$ cat config.mk
export PLATFORM = sky130hd
export DESIGN_NAME = stream_pixel_parser
export DESIGN_NICKNAME = d
export VERILOG_FILES = /design/src/rtl/img_pkg.sv /design/src/rtl/byte_packer.sv /design/src/rtl/stream_pixel_parser.sv
export SDC_FILE = /design/constraint.sdc
export NUM_CORES = 1
export LEC_CHECK = 0
export BUFFER_PORTS_ARGS = -buffer_cell sky130_fd_sc_hd__buf_2
export CAP_MARGIN = 20
export CORE_MARGIN = 5
export CORE_UTILIZATION = 55
export CTS_CLUSTER_SIZE = 12
export DETAILED_ROUTE_END_ITERATION = 12
export PLACE_DENSITY_LB_ADDON = 0.2
export SLEW_MARGIN = 20
export SYNTH_ARGS = -nofsm -noshare
export SYNTH_HDL_FRONTEND = slang
export SYNTH_SLANG_ARGS = --single-unit
export TNS_END_PERCENT = 20
$ cat constraint.sdc
create_clock -name clk -period 7.2 [get_ports clk]
set_input_delay 1.44 -clock clk [delete_from_list [all_inputs] [get_ports clk]]
set_output_delay 1.44 -clock clk [all_outputs]
set_load 0.05 [all_outputs]
$ cat src/rtl/img_pkg.sv
// Shared types and helpers for the stream pixel parser: FSM states,
// header length and byte-lane placement within a packed pixel.
package img_pkg;

  typedef enum logic [1:0] {HDR, CHK, PIX, DRAIN} state_t;

  localparam int DEF_DIM_W = 16;
  localparam int HDR_BYTES = 2 * DEF_DIM_W / 8;

  // Header length in bytes for a given height/width field width.
  function automatic int hdr_bytes(input int dim_w);
    return 2 * dim_w / 8;
  endfunction

  // LSB position of byte k in a pixel; byte 0 lands in the MSBs.
  function automatic int lane_lsb(input int num_ch, input int k);
    return 8 * (num_ch - 1 - k);
  endfunction

endpackage

$ cat src/rtl/byte_packer.sv
// Collects NUM_CH bytes into one word. word_done/word_out are valid in the
// cycle the final byte is presented, so the caller can register the word.
module byte_packer
  import img_pkg::*;
#(
  parameter int NUM_CH = 3
) (
  input  logic                clk,
  input  logic                reset,
  input  logic                clear,
  input  logic [7:0]          byte_in,
  input  logic                byte_en,
  output logic [8*NUM_CH-1:0] word_out,
  output logic                word_done
);

  localparam int IW = (NUM_CH > 1) ? $clog2(NUM_CH) : 1;
  localparam logic [IW-1:0] LAST = IW'(NUM_CH - 1);

  logic [IW-1:0]       idx;
  logic [8*NUM_CH-1:0] shadow;

  always_comb begin
    word_out = shadow;
    for (int k = 0; k < NUM_CH; k++) begin
      if (idx == IW'(k)) word_out[lane_lsb(NUM_CH, k) +: 8] = byte_in;
    end
  end

  assign word_done = byte_en && (idx == LAST);

  always_ff @(posedge clk) begin
    if (reset || clear) begin
      idx    <= '0;
      shadow <= '0;
    end else if (byte_en) begin
      shadow <= word_out;
      idx    <= (idx == LAST) ? '0 : idx + IW'(1);
    end
  end

endmodule

$ cat src/rtl/stream_pixel_parser.sv
// Parses a big-endian height/width header followed by packed pixel bytes and
// emits whole pixels downstream, one frame at a time.
module stream_pixel_parser
  import img_pkg::*;
#(
  parameter int NUM_CH = 3,
  parameter int DIM_W  = DEF_DIM_W
) (
  input  logic                clk,
  input  logic                reset,
  input  logic [7:0]          s_data,
  input  logic                s_valid,
  output logic                s_ready,
  output logic [8*NUM_CH-1:0] m_pixel,
  output logic                m_valid,
  input  logic                m_ready,
  output logic [DIM_W-1:0]    height,
  output logic [DIM_W-1:0]    width,
  output logic                dim_valid,
  output logic                frame_done,
  output logic                zero_dim_err,
  output logic [1:0]          state_dbg
);

  localparam int HDR_N = hdr_bytes(DIM_W);
  localparam int HW    = $clog2(HDR_N);
  localparam int CW    = 2 * DIM_W;
  localparam logic [HW-1:0] HDR_LAST = HW'(HDR_N - 1);

  state_t state, state_nxt;

  logic [HW-1:0]       hdr_cnt;
  logic [CW-9:0]       hdr_sr;
  logic [CW-1:0]       hdr_word, total, pix_cnt, pix_cnt_inc;
  logic [8*NUM_CH-1:0] word;
  logic byte_xfer, pix_xfer, pix_load, dim_zero, frame_end;

  // Handshake: a transfer happens on any clock edge where valid && ready.
  // s_ready in PIX follows m_ready combinationally; the pixel register frees
  // up in the same cycle it is accepted downstream.
  assign s_ready = (state == HDR) || ((state == PIX) && (!m_valid || m_ready));

  assign byte_xfer    = s_valid && s_ready;
  assign pix_xfer     = m_valid && m_ready;
  assign hdr_word     = {hdr_sr, s_data};
  assign dim_zero     = (height == '0) || (width == '0);
  assign pix_cnt_inc  = pix_cnt + CW'(1);
  assign frame_end    = pix_load && (pix_cnt_inc == total);
  assign zero_dim_err = (state == CHK) && dim_zero;
  assign frame_done   = (state == DRAIN) && pix_xfer;
  assign state_dbg    = state;

  byte_packer #(.NUM_CH(NUM_CH)) u_packer (
    .clk       (clk),
    .reset     (reset),
    .clear     (state == CHK),
    .byte_in   (s_data),
    .byte_en   ((state == PIX) && byte_xfer),
    .word_out  (word),
    .word_done (pix_load)
  );

  always_ff @(posedge clk) begin
    if (reset) state <= HDR;
    else       state <= state_nxt;
  end

  always_comb begin
    state_nxt = state;
    case (state)
      HDR:   if (s_valid && (hdr_cnt == HDR_LAST)) state_nxt = CHK;
      CHK:   state_nxt = dim_zero ? HDR : PIX;
      PIX:   if (frame_end) state_nxt = DRAIN;
      DRAIN: if (pix_xfer) state_nxt = HDR;
      default: state_nxt = HDR;
    endcase
  end

  always_ff @(posedge clk) begin
    if (reset) begin
      hdr_cnt   <= '0;
      hdr_sr    <= '0;
      height    <= '0;
      width     <= '0;
      total     <= '0;
      pix_cnt   <= '0;
      m_pixel   <= '0;
      m_valid   <= 1'b0;
      dim_valid <= 1'b0;
    end else begin
      if ((state == HDR) && byte_xfer) begin
        hdr_sr <= hdr_word[CW-9:0];
        if (hdr_cnt == HDR_LAST) begin
          hdr_cnt <= '0;
          height  <= hdr_word[CW-1:DIM_W];
          width   <= hdr_word[DIM_W-1:0];
        end else begin
          hdr_cnt <= hdr_cnt + HW'(1);
        end
      end
      if ((state == CHK) && !dim_zero) begin
        total     <= CW'(height) * CW'(width);
        pix_cnt   <= '0;
        dim_valid <= 1'b1;
      end
      // A fresh pixel overrides the clear from a same-cycle downstream accept.
      if (pix_load) begin
        m_pixel <= word;
        m_valid <= 1'b1;
        pix_cnt <= pix_cnt_inc;
      end else if (pix_xfer) begin
        m_valid <= 1'b0;
      end
      if ((state == DRAIN) && pix_xfer) dim_valid <= 1'b0;
    end
  end

endmodule

---- After elaboration in Yosys (flattened, before gate mapping) ----
Cells that the tools add are included.
W data, S select, Z words.
word-level totals
  register bits after elaboration ......... 176
  input bits .............................. 12
  logic and storage cells ................. 66
cells by class
  add/sub/neg operators ................... 3
  multiply operators ...................... 1
  equal/unequal tests ..................... 10
  mux-type cells .......................... 14
  reduce and logical (&&, ||, !) cells .... 26
operators with widths
  operator                 count
  $mux W32                 2
  $add A32 B1 Y32 const B  1
  $eq A32 B32 Y1           1
  $logic_not A16 Y1        2
  $mul A16 B16 Y32         1
  $mux W8                  3
  $mux W2                  6
  $logic_and A1 B1 Y1      11
  $eq A2 B2 Y1 const B     4
  $pmux W2 S4              1
  $add A2 B1 Y2 const B    2
  $eq A2 B1 Y1 const B     2
  $logic_not A2 Y1         2
  $logic_or A1 B1 Y1       4
  $ne A2 B2 Y1 const B     2
  $reduce_bool A2 Y1       2
  $reduce_and A3 Y1        1
  $logic_not A1 Y1         2
  $mux W1                  2
  $ne A2 B1 Y1 const B     1
  $reduce_and A2 Y1        1
  $reduce_or A2 Y1         1

---- Longest topological paths before layout ----
Gate-level depths: netlist of the first run.
  depth after elaboration ................. 10
  gate-level depth with buffers ........... 23

---- Cells and area by module ----
From an unflattened synthesis of the first run, not the netlist that was laid out.
second synthesis, totals
  cell total of the unflattened synthesis .. 1956
  area total of the unflattened synthesis .. 16741.1 sq um
modules (own cells, without submodules)
  module               instances  cells an instance  area each (sq um)  sequential area each (sq um)
  stream_pixel_parser  1          1828               15305.9            3002.9
  byte_packer          1          128                1435.1             520.5

---- Worst setup path after synthesis of the first run ----
OpenSTA, ideal clock, no wires.
  path kind ............................... reg-to-reg
  from .................................... reg width[1]
  to ...................................... reg total[29]
  library setup time ...................... 0.059 ns
  arrival time ............................ 6.286 ns
  required time ........................... 7.141 ns
  path slack .............................. 0.854 ns
  cell stages (with the launch flop) ...... 22
  path buffers ............................ 2
  cell sequence ........................... dfxtp_1 > clkbuf_1 > clkbuf_1 > nand2_1 > fa_1 > fa_1 > fa_1 > fa_1 > inv_1 > fa_1 > inv_1 > fa_1 > inv_1 > ha_1 > and3_1 > a221o_1 > a31oi_1 > o21ai_0 > a21oi_1 > a21oi_1 > nor4b_1 > a221o_1
between the ends
  word-level cells in the longest chain between the ends .. 4
ends and longest elaborated chain
  item                                                                      line                        source
  start, declared                                                           stream_pixel_parser.sv:18   output logic [DIM_W-1:0] width,
  start signal, assigned                                                    stream_pixel_parser.sv:96   width <= hdr_word[DIM_W-1:0];
  parallel branches: the longest is 4 deep, another holds $mul A16 B16 Y32  -
  end signal, assigned                                                      stream_pixel_parser.sv:102  total <= CW'(height) * CW'(width);
  end, declared                                                             stream_pixel_parser.sv:34   logic [CW-1:0] hdr_word, total, pix_cnt, pix_cnt_inc;
Several ways; the timed one is not identified.
A chain may end at the register's enable or synchronous reset.

---- Worst setup path in the final report of the first run ----
Ends and elaborated chain as after synthesis.

==> flow_metrics.env, run 1 <==
export IMPL_outcome="completed"
export IMPL_ys_ff_latch=168
export IMPL_antenna_found_initial=0
export IMPL_layout_drive_gt1_share=0.07356
export IMPL_combinationalPowerShare=0.025
export IMPL_synth_cell_types=56
export IMPL_vias=13160
export IMPL_rsz0062_at_grt="no"
export IMPL_critPathKind="reg2reg"
export IMPL_grt_max_degree=83
export IMPL_cp_required_ns=7.58
export IMPL_syn2layout_area_growth_pct=7.461
export IMPL_hold_class="reg2reg"
export IMPL_cts_sinks=168
export IMPL_ys_warnings_count=0
export IMPL_worstPathArrival_ns=7.06
export IMPL_dpl_worst_slack_ns=0.6125
export IMPL_startpoint_type="flip-flop"
export IMPL_synth_async_reset_ratio=0
export IMPL_dieWidth_um=179.6
export IMPL_power_switching_uw=475.0
export IMPL_hold_buffers=0
export IMPL_powerDensity_nw_per_um2=111.1
export IMPL_postCtsSetupRepairBufs=0
export IMPL_start_util=0.5539
export IMPL_r2r_start="width[1]"
export IMPL_intPower_uw=1413
export IMPL_cp_end_kind="flip-flop"
export IMPL_setup_tns_ns=0
export IMPL_ys_seq_area_frac=0.2127
export IMPL_power_frac_clock=0.477
export IMPL_wl_mm=42.13
export IMPL_portBuffers=74
export IMPL_antenna_left=0
export IMPL_min_from="hdr_sr[21]"
export IMPL_hold_viol_final=0
export IMPL_wl_per_cell_um=18.10
export IMPL_synth_area_um2=15810
export IMPL_reg2reg_depth=19
export IMPL_sw_frac_of_total=0.2516
export IMPL_finClkSkew_ns=0.02048
export IMPL_grt_pass1_vias=13020
export IMPL_core_area_um2=28550
export IMPL_timing_final_crit_share=0.9286
export IMPL_fillers=2629
export IMPL_crit_path_start="width[1]"
export IMPL_cts_made_buffers=17
export IMPL_worstPathCellList="nand2_1 -> fa_1 -> fa_1 -> fa_1 -> fa_1 -> inv_1 -> fa_1 -> inv_1 -> fa_1 -> inv_1 -> ha_1 -> and3_1 -> a221o_1 -> a31oi_1 -> o21ai_0 -> a21oi_1 -> a21oi_1 -> nor4b_1 -> a221o_1"
export IMPL_grt_pass1_wl_mm=68.86
export IMPL_io_pins=75
export IMPL_rows=62
export IMPL_post_route_util=0.5952
export IMPL_worstMarginPinSlew_ns=1.043
export IMPL_final_common_cell="nand2_1"
export IMPL_fin_ws_ns=0.5138
export IMPL_drt_pass1_iter_count=5
export IMPL_min_period_ns=6.686
export IMPL_gr_usage_all_layers=0.2615
export IMPL_via_per_inst=5.655
export IMPL_insertion_delay_ns=0.45
export IMPL_cpMostUsedCell="fa_1"
export IMPL_ys_flop_type="dfxtp_1"
export IMPL_seqCellArea_um2=3363
export IMPL_setup_violations=0
export IMPL_diodes=0
export IMPL_cts_buffer_depth=2
export IMPL_dpl_hpwl_mm=31.21
export IMPL_worst_hold_path_num_cells=2
export IMPL_cts_tree="yes"
export IMPL_max_freq_ghz=0.1496
export IMPL_gr_total_overflow=0
export IMPL_cts_resized=0
export IMPL_cpMaxStageDelayCell="dfxtp_1"
export IMPL_power_leakage_uw=0.007686
export IMPL_timing_hold_ws_ns=0.4504
export IMPL_p_seq_frac=0.499
export IMPL_multi_input_area_um2=11100
export IMPL_first_iter_violations=953
export IMPL_critPathMaxStageDelay_ns=0.86
export IMPL_syn_inst=1929
export IMPL_place_gp_congestion=0.9236
export IMPL_clockRootBuffer="clkbuf_16"
export IMPL_drc=0
export IMPL_syn_num_nets=2241
export IMPL_layout_common_cells="nand2_1 (389), inv_1 (232), fa_1 (194)"
export IMPL_synth_avg_cell_area_um2=8.197
export IMPL_cp_max_fo=19
export IMPL_synth_edff_count=0
export IMPL_cap_violations=0
export IMPL_drv_slew=0
export IMPL_slew_headroom=0.3027
export IMPL_clk_pin_slew_worst_paths_ns=0.07
export IMPL_final_net_count=2243
export IMPL_clock_tree_htree_level_count=4
export IMPL_die_h_um=179.6
export IMPL_irDropWorstVdd_v=0.0001844
export IMPL_fp_dieArea_um2=32240
[power groups by stage]
| stage | Combinational, uW | Sequential [uW] | Clock, uW |
|---|---|---|---|
| 5_1_grt | 51.3 | 942 | 951 |
| 2_1_floorplan | 29.9 | 961 | 0 |
| 4_1_cts | 46.8 | 941 | 914 |
| 6_report | 46.9 | 941 | 900 |
| 3_3_place_gp | 46.5 | 963 | 0 |
| 3_5_place_dp | 46.7 | 963 | 0 |
[registers in the layout (all words and copies together) (netlist names), named ones only]
name,flops
pix_cnt,32
u_packer.idx,2
width,16
hdr_cnt,2
m_valid,1
u_packer.shadow,16
dim_valid,1
state_dbg,1
hdr_sr,24
m_pixel,24
height,16
total,32
[worst max-delay path: cells and delay by family, from the launching register on]
kind | cells | cell delay [ns]
simple gates | 3 | 0.66
fa+ha+maj | 7 | 3.39
buf+inv | 3 | 0.14
compound gates | 6 | 1.55
flops | 1 | 0.86
[synthesized netlist by cell type, types with 5 or more instances]
cell / number / area share
nor3_1: 24 / 0.0076
nor2_1: 71 / 0.017
mux2i_1: 19 / 0.012
a31oi_1: 9 / 0.0036
and2_1: 122 / 0.048
or3_1: 13 / 0.0051
dfxtp_1: 168 / 0.21
nand2b_1: 9 / 0.0036
and3_1: 10 / 0.0040
o21ai_0: 48 / 0.015
a21oi_1: 166 / 0.053
xor2_1: 18 / 0.010
nor2b_1: 7 / 0.0028
nand3_1: 19 / 0.0060
a211oi_1: 9 / 0.0043
xnor2_1: 52 / 0.029
a21o_1: 15 / 0.0071
buf_1: 12 / 0.0028
nand4_1: 14 / 0.0055
nor3b_1: 6 / 0.0028
fa_1: 194 / 0.25
nand2_1: 390 / 0.093
buf_4: 5 / 0.0024
ha_1: 106 / 0.084
inv_1: 232 / 0.055
nor4_1: 17 / 0.0067
or4_1: 10 / 0.0047
clkbuf_1: 99 / 0.024
nand3b_1: 8 / 0.0038
buf_2: 5 / 0.0016
and4_1: 6 / 0.0033
[metal layers]
metal  routed length, um  global-route usage  vias up  share of wire
met1               18290              0.3609     6485           0.43
met4                1427             0.09265        0          0.034
met2               19980              0.4263      458           0.47
met5                   0                   0        -              0
li1                    -                   -     6130              -
met3                2429             0.03395       91          0.058
[worst paths after layout]
kind	endpoint	slack (ns)
worst max-delay path	total[29]	0.51
worst min-delay path	height[13]	0.45
worst max register to register	total[29]	0.51
worst min register to register	height[13]	0.45
[layout make-up]
class                           instances  share of cell area
Clock buffer                           19             0.02607
Multi-Input combinational cell       1407              0.6531
Sequential cell                       168              0.1979
Tap cell                              384             0.02827
Inverter                              232             0.05125
Clock inverter                         13            0.007731
Timing Repair Buffer                  105             0.03564
[logic make-up after synthesis]
kind of cell / after synthesis / share of synthesized area
xor+xnor: 70 / 0.03877
simple gates: 738 / 0.2211
fa+ha+maj: 300 / 0.3295
flops: 168 / 0.2127
buf+inv: 354 / 0.08609
compound gates: 280 / 0.09986
mux: 19 / 0.01203
[per-stage QoR]
stage                     area [um^2]  power (uW)  cells
after global placement          16420        1009   2296
after global routing            16990        1945   2328
after detailed placement        16420        1010   2296
after floorplan                 15810       991.3   1929
after CTS                       16990        1902   2328
final                           16990        1888   2328
(Power assumes the default switching activity.)
==> inputs of run 2 (changes only) <==
- PLACE_DENSITY: default -> 0.73
- PLACE_DENSITY_LB_ADDON: 0.2 -> default
==> run 2 against run 1 <==
- maximum frequency about the same
- clock power up 6.7%
- critical endpoint unchanged
- worst setup slack worse by 0.0038 ns
==> flow_metrics.env, run 2 (synthesis gave the netlist of run 1 again) <==
export IMPL_outcome="completed"
export IMPL_first_iter_violations=1102
export IMPL_min_period_ns=6.690
export IMPL_worst_hold_path_num_cells=2
export IMPL_dpl_hpwl_mm=30.59
export IMPL_worstPathArrival_ns=7.07
export IMPL_vias=13310
export IMPL_cts_sinks=168
export IMPL_fp_dieArea_um2=32240
export IMPL_startpoint_type="flip-flop"
export IMPL_final_net_count=2243
export IMPL_total_power_uw=1950
export IMPL_final_common_cell="nand2_1"
export IMPL_cts_resized=0
export IMPL_hold_class="reg2reg"
export IMPL_grt_max_degree=90
export IMPL_cp_end_kind="flip-flop"
export IMPL_worstMarginPinSlew_ns=1.046
export IMPL_slew_headroom=0.3028
export IMPL_critPathMaxStageDelay_ns=0.86
export IMPL_antenna_left=0
export IMPL_clockRootBuffer="clkbuf_16"
export IMPL_fin_cells=2328
export IMPL_die_h_um=179.6
export IMPL_clk_pin_slew_worst_paths_ns=0.08
export IMPL_setup_tns_ns=0
export IMPL_drc=0
export IMPL_place_area_um2=16410
export IMPL_cap_violations=0
export IMPL_syn2layout_area_growth_pct=7.699
export IMPL_drt_pass1_iter_count=5
export IMPL_setup_violations=0
export IMPL_critPathKind="reg2reg"
export IMPL_clock_tree_htree_level_count=4
export IMPL_cts_made_buffers=17
export IMPL_powerDensity_nw_per_um2=114.5
export IMPL_grt_pass1_vias=13150
export IMPL_dieWidth_um=179.6
export IMPL_start_util=0.5539
export IMPL_reg_top3="pix_cnt x32, total x32"
export IMPL_hold_buffers=0
export IMPL_layout_common_cells="nand2_1 (389), inv_1 (232), fa_1 (194)"
export IMPL_cpMostUsedCell="fa_1"
export IMPL_layout_drive_gt1_share=0.07356
export IMPL_cts_tree="yes"
export IMPL_dp_cells=2295
export IMPL_irDropWorstVdd_v=0.0001401
export IMPL_insertion_delay_ns=0.44
export IMPL_timing_hold_ws_ns=0.4456
export IMPL_power_leakage_uw=0.007712
export IMPL_timing_final_crit_share=0.9292
export IMPL_wl_per_cell_um=17.72
export IMPL_cp_max_fo=19
export IMPL_cts_buffer_depth=2
export IMPL_portBuffers=74
export IMPL_grt_pass1_wl_mm=67.54
export IMPL_hold_viol_final=0
export IMPL_finalInstanceArea_um2=17030
export IMPL_gr_total_overflow=0
export IMPL_io_pins=75
export IMPL_place_gp_congestion=0.9063
export IMPL_antenna_found_initial=0
export IMPL_cpMaxStageDelayCell="dfxtp_1"
export IMPL_postCtsSetupRepairBufs=0
export IMPL_worstPathCellList="nand2_1 -> fa_1 -> fa_1 -> fa_1 -> fa_1 -> inv_1 -> fa_1 -> inv_1 -> fa_1 -> inv_1 -> ha_1 -> and3_1 -> a221o_1 -> a31oi_1 -> o21ai_0 -> a21oi_1 -> a21oi_1 -> nor4b_1 -> a221o_1"
export IMPL_reg2reg_depth=19
export IMPL_rows=62
export IMPL_diodes=0
export IMPL_drv_slew=0
export IMPL_gr_usage_all_layers=0.2537
export IMPL_core_area_um2=28550
export IMPL_max_freq_ghz=0.1495
export IMPL_cp_required_ns=7.58
export IMPL_wl_mm=41.24
export IMPL_via_per_inst=5.716
export IMPL_rsz0062_at_grt="no"
export IMPL_finClkSkew_ns=0.01211
-- run 2: path summary, 6_finish.rpt --
kind / from / endpoint / slack (ns)
setup / recovery: width[2] / total[29] / 0.51
hold / removal: hdr_sr[19] / height[11] / 0.45
setup reg to reg: width[2] / total[29] / 0.51
hold reg to reg: hdr_sr[19] / height[11] / 0.45
-- run 2: report_power, final --
| group | switching [uW] | leakage (uW) | internal, uW |
|---|---|---|---|
| registers | 6.89 | 0.00135 | 935 |
| logic | 38.4 | 0.00606 | 10.3 |
| clock network | 431 | 0.000301 | 529 |
-- run 2: area by class of cell --
cell class / count / area, um^2
fillers: 2568 / 11520
multi-input cells: 1407 / 11100
flip-flops and latches: 168 / 3363
inverters: 232 / 870.8
repair buffers: 105 / 609.3
well taps: 384 / 480.5
clock buffers: 18 / 429.2
clock inverters: 14 / 178.9
-- run 2: worst max-delay path: cells and delay by family (launching register included) --
kind / cells / cell delay [ns]
adders and majority gates: 7 / 3.43
AOI/OAI and AO/OA: 6 / 1.53
DFF: 1 / 0.86
and+or+nand+nor: 3 / 0.66
buffers and inverters: 3 / 0.15
-- run 2: metal layers --
| metal | up-vias | wire length, um | global-route usage |
|---|---|---|---|
| met4 | 0 | 1519 | 0.09966 |
| met3 | 106 | 2685 | 0.03638 |
| met1 | 6521 | 17590 | 0.3440 |
| met2 | 530 | 19450 | 0.4135 |
| met5 | - | 0 | 0 |
| li1 | 6150 | - | - |
-- run 2: metrics by stage --
stage            util  worst slack (ns)
6_report       0.5966            0.5100
4_1_cts        0.5962            0.5345
2_1_floorplan       -            0.8543
5_1_grt        0.5966           0.06228
3_5_place_dp   0.5749            0.5859
3_3_place_gp   0.5748            0.7618
==> inputs of run 3 (changes only) <==
- clock period: 7.2 -> 6.6 ns (I/O delays scaled with it)
==> run 3 against run 2 <==
- clock power up 6%
- combinational power up 7.0%
- core utilization up 0.48 points
- global-route usage up 0.91 points
- critical path depth up 1
- maximum frequency up 5.0%
- critical path type unchanged
==> flow_metrics.env, run 3 (synthesis gave the netlist of run 1 again) <==
export IMPL_grt_max_degree=83
export IMPL_dieWidth_um=179.6
export IMPL_r2r_slack_ns=0.23
export IMPL_slew_headroom=0.2883
export IMPL_min_period_ns=6.370
export IMPL_cp_required_ns=6.92
export IMPL_core_area_um2=28550
export IMPL_final_net_count=2257
export IMPL_timing_hold_ws_ns=0.4318
export IMPL_startpoint_type="flip-flop"
export IMPL_insertion_delay_ns=0.45
export IMPL_place_gp_congestion=0.9496
export IMPL_total_power_uw=2098
export IMPL_via_per_inst=5.669
export IMPL_wl_mm=41.55
export IMPL_dpl_worst_slack_ns=0.1272
export IMPL_timing_final_crit_share=0.9651
export IMPL_postCtsSetupRepairBufs=0
export IMPL_power_leakage_uw=0.007795
export IMPL_clk_pin_slew_worst_paths_ns=0.09
export IMPL_start_util=0.5539
export IMPL_layout_drive_gt1_share=0.08887
export IMPL_grt_pass1_vias=13480
export IMPL_vias=13280
export IMPL_hold_viol_final=0
export IMPL_fin_cells=2342
export IMPL_hold_class="reg2reg"
export IMPL_clock_tree_htree_level_count=4
export IMPL_dpl_hpwl_mm=31.74
export IMPL_worstPathArrival_ns=6.69
export IMPL_irDropWorstVdd_v=0.0001819
export IMPL_finClkSkew_ns=0.02399
export IMPL_wl_per_cell_um=17.74
export IMPL_max_freq_ghz=0.1570
export IMPL_drv_slew=0
export IMPL_worst_hold_path_num_cells=2
export IMPL_antenna_found_initial=0
export IMPL_layout_common_cells="nand2_1 (390), inv_1 (232), fa_1 (194)"
export IMPL_hold_buffers=0
export IMPL_grt_pass1_wl_mm=70.13
export IMPL_critPathKind="reg2reg"
export IMPL_diodes=0
export IMPL_die_h_um=179.6
export IMPL_cts_buffer_depth=2
export IMPL_final_common_cell="nand2_1"
export IMPL_portBuffers=74
export IMPL_cp_max_fo=16
export IMPL_setup_violations=0
export IMPL_cts_made_buffers=17
export IMPL_dp_cells=2310
export IMPL_antenna_left=0
export IMPL_reg_top3="pix_cnt x32, total x32"
export IMPL_cap_violations=0
export IMPL_cts_tree="yes"
export IMPL_cts_resized=0
export IMPL_drc=0
export IMPL_syn2layout_area_growth_pct=8.562
export IMPL_gr_usage_all_layers=0.2629
export IMPL_rsz0062_at_grt="no"
export IMPL_fin_ws_ns=0.2303
export IMPL_first_iter_violations=1074
export IMPL_worstMarginPinSlew_ns=1.058
export IMPL_drt_pass1_iter_count=6
export IMPL_powerDensity_nw_per_um2=122.2
export IMPL_fp_dieArea_um2=32240
export IMPL_clockRootBuffer="clkbuf_16"
export IMPL_cp_end_kind="flip-flop"
export IMPL_setup_tns_ns=0
export IMPL_gr_total_overflow=0
export IMPL_outcome="completed"
export IMPL_io_pins=75
export IMPL_reg2reg_depth=20
export IMPL_rows=62
export IMPL_cts_sinks=168
run 3: final cells by class:
class,count,area (um^2)
inverters,232,870.8
well taps,384,480.5
flip-flops and latches,168,3382
fillers,2627,11380
clock buffers,18,439.2
clock inverters,14,171.4
multi-input cells,1407,11100
repair buffers,119,718.2
run 3: worst paths after layout:
check / start / to
min: hdr_sr[18] / height[10]
max: width[5] / total[29]
max reg2reg: width[5] / total[29]
min reg2reg: hdr_sr[18] / height[10]
run 3: per-stage QoR:
step	utilization	cell area, um^2
detailed placement	0.5790	16530
global placement	0.5785	16510
finish	0.6013	17170
CTS	0.6004	17140
global route	0.6013	17170
floorplan	-	15810
run 3: critical path, stage by stage, from the launching register on:
cell     delay (ns)
dfxtp_1        0.67
and2_1         0.24
fa_1           0.42
inv_1          0.08
fa_1           0.43
fa_1           0.51
fa_1           0.56
inv_1          0.05
fa_1           0.49
inv_1          0.05
fa_1           0.47
inv_1          0.04
ha_1           0.34
nand4_1        0.17
o41ai_1        0.42
a31oi_1        0.11
o21ai_0        0.40
a21oi_1        0.18
a21oi_1        0.23
nor4b_1        0.09
a221o_1        0.30
run 3: layer usage:
metal,part of all wire,vias up,track usage
li1,-,6193,-
met4,0.030,0,0.08138
met5,0,-,0
met3,0.070,96,0.04729
met1,0.43,6502,0.3656
met2,0.47,485,0.4220
run 3: power breakdown:
group          total (uW)  switching, uW  internal [uW]
registers            1030           7.34           1020
clock network        1020            496            523
logic                52.1           40.8           11.3
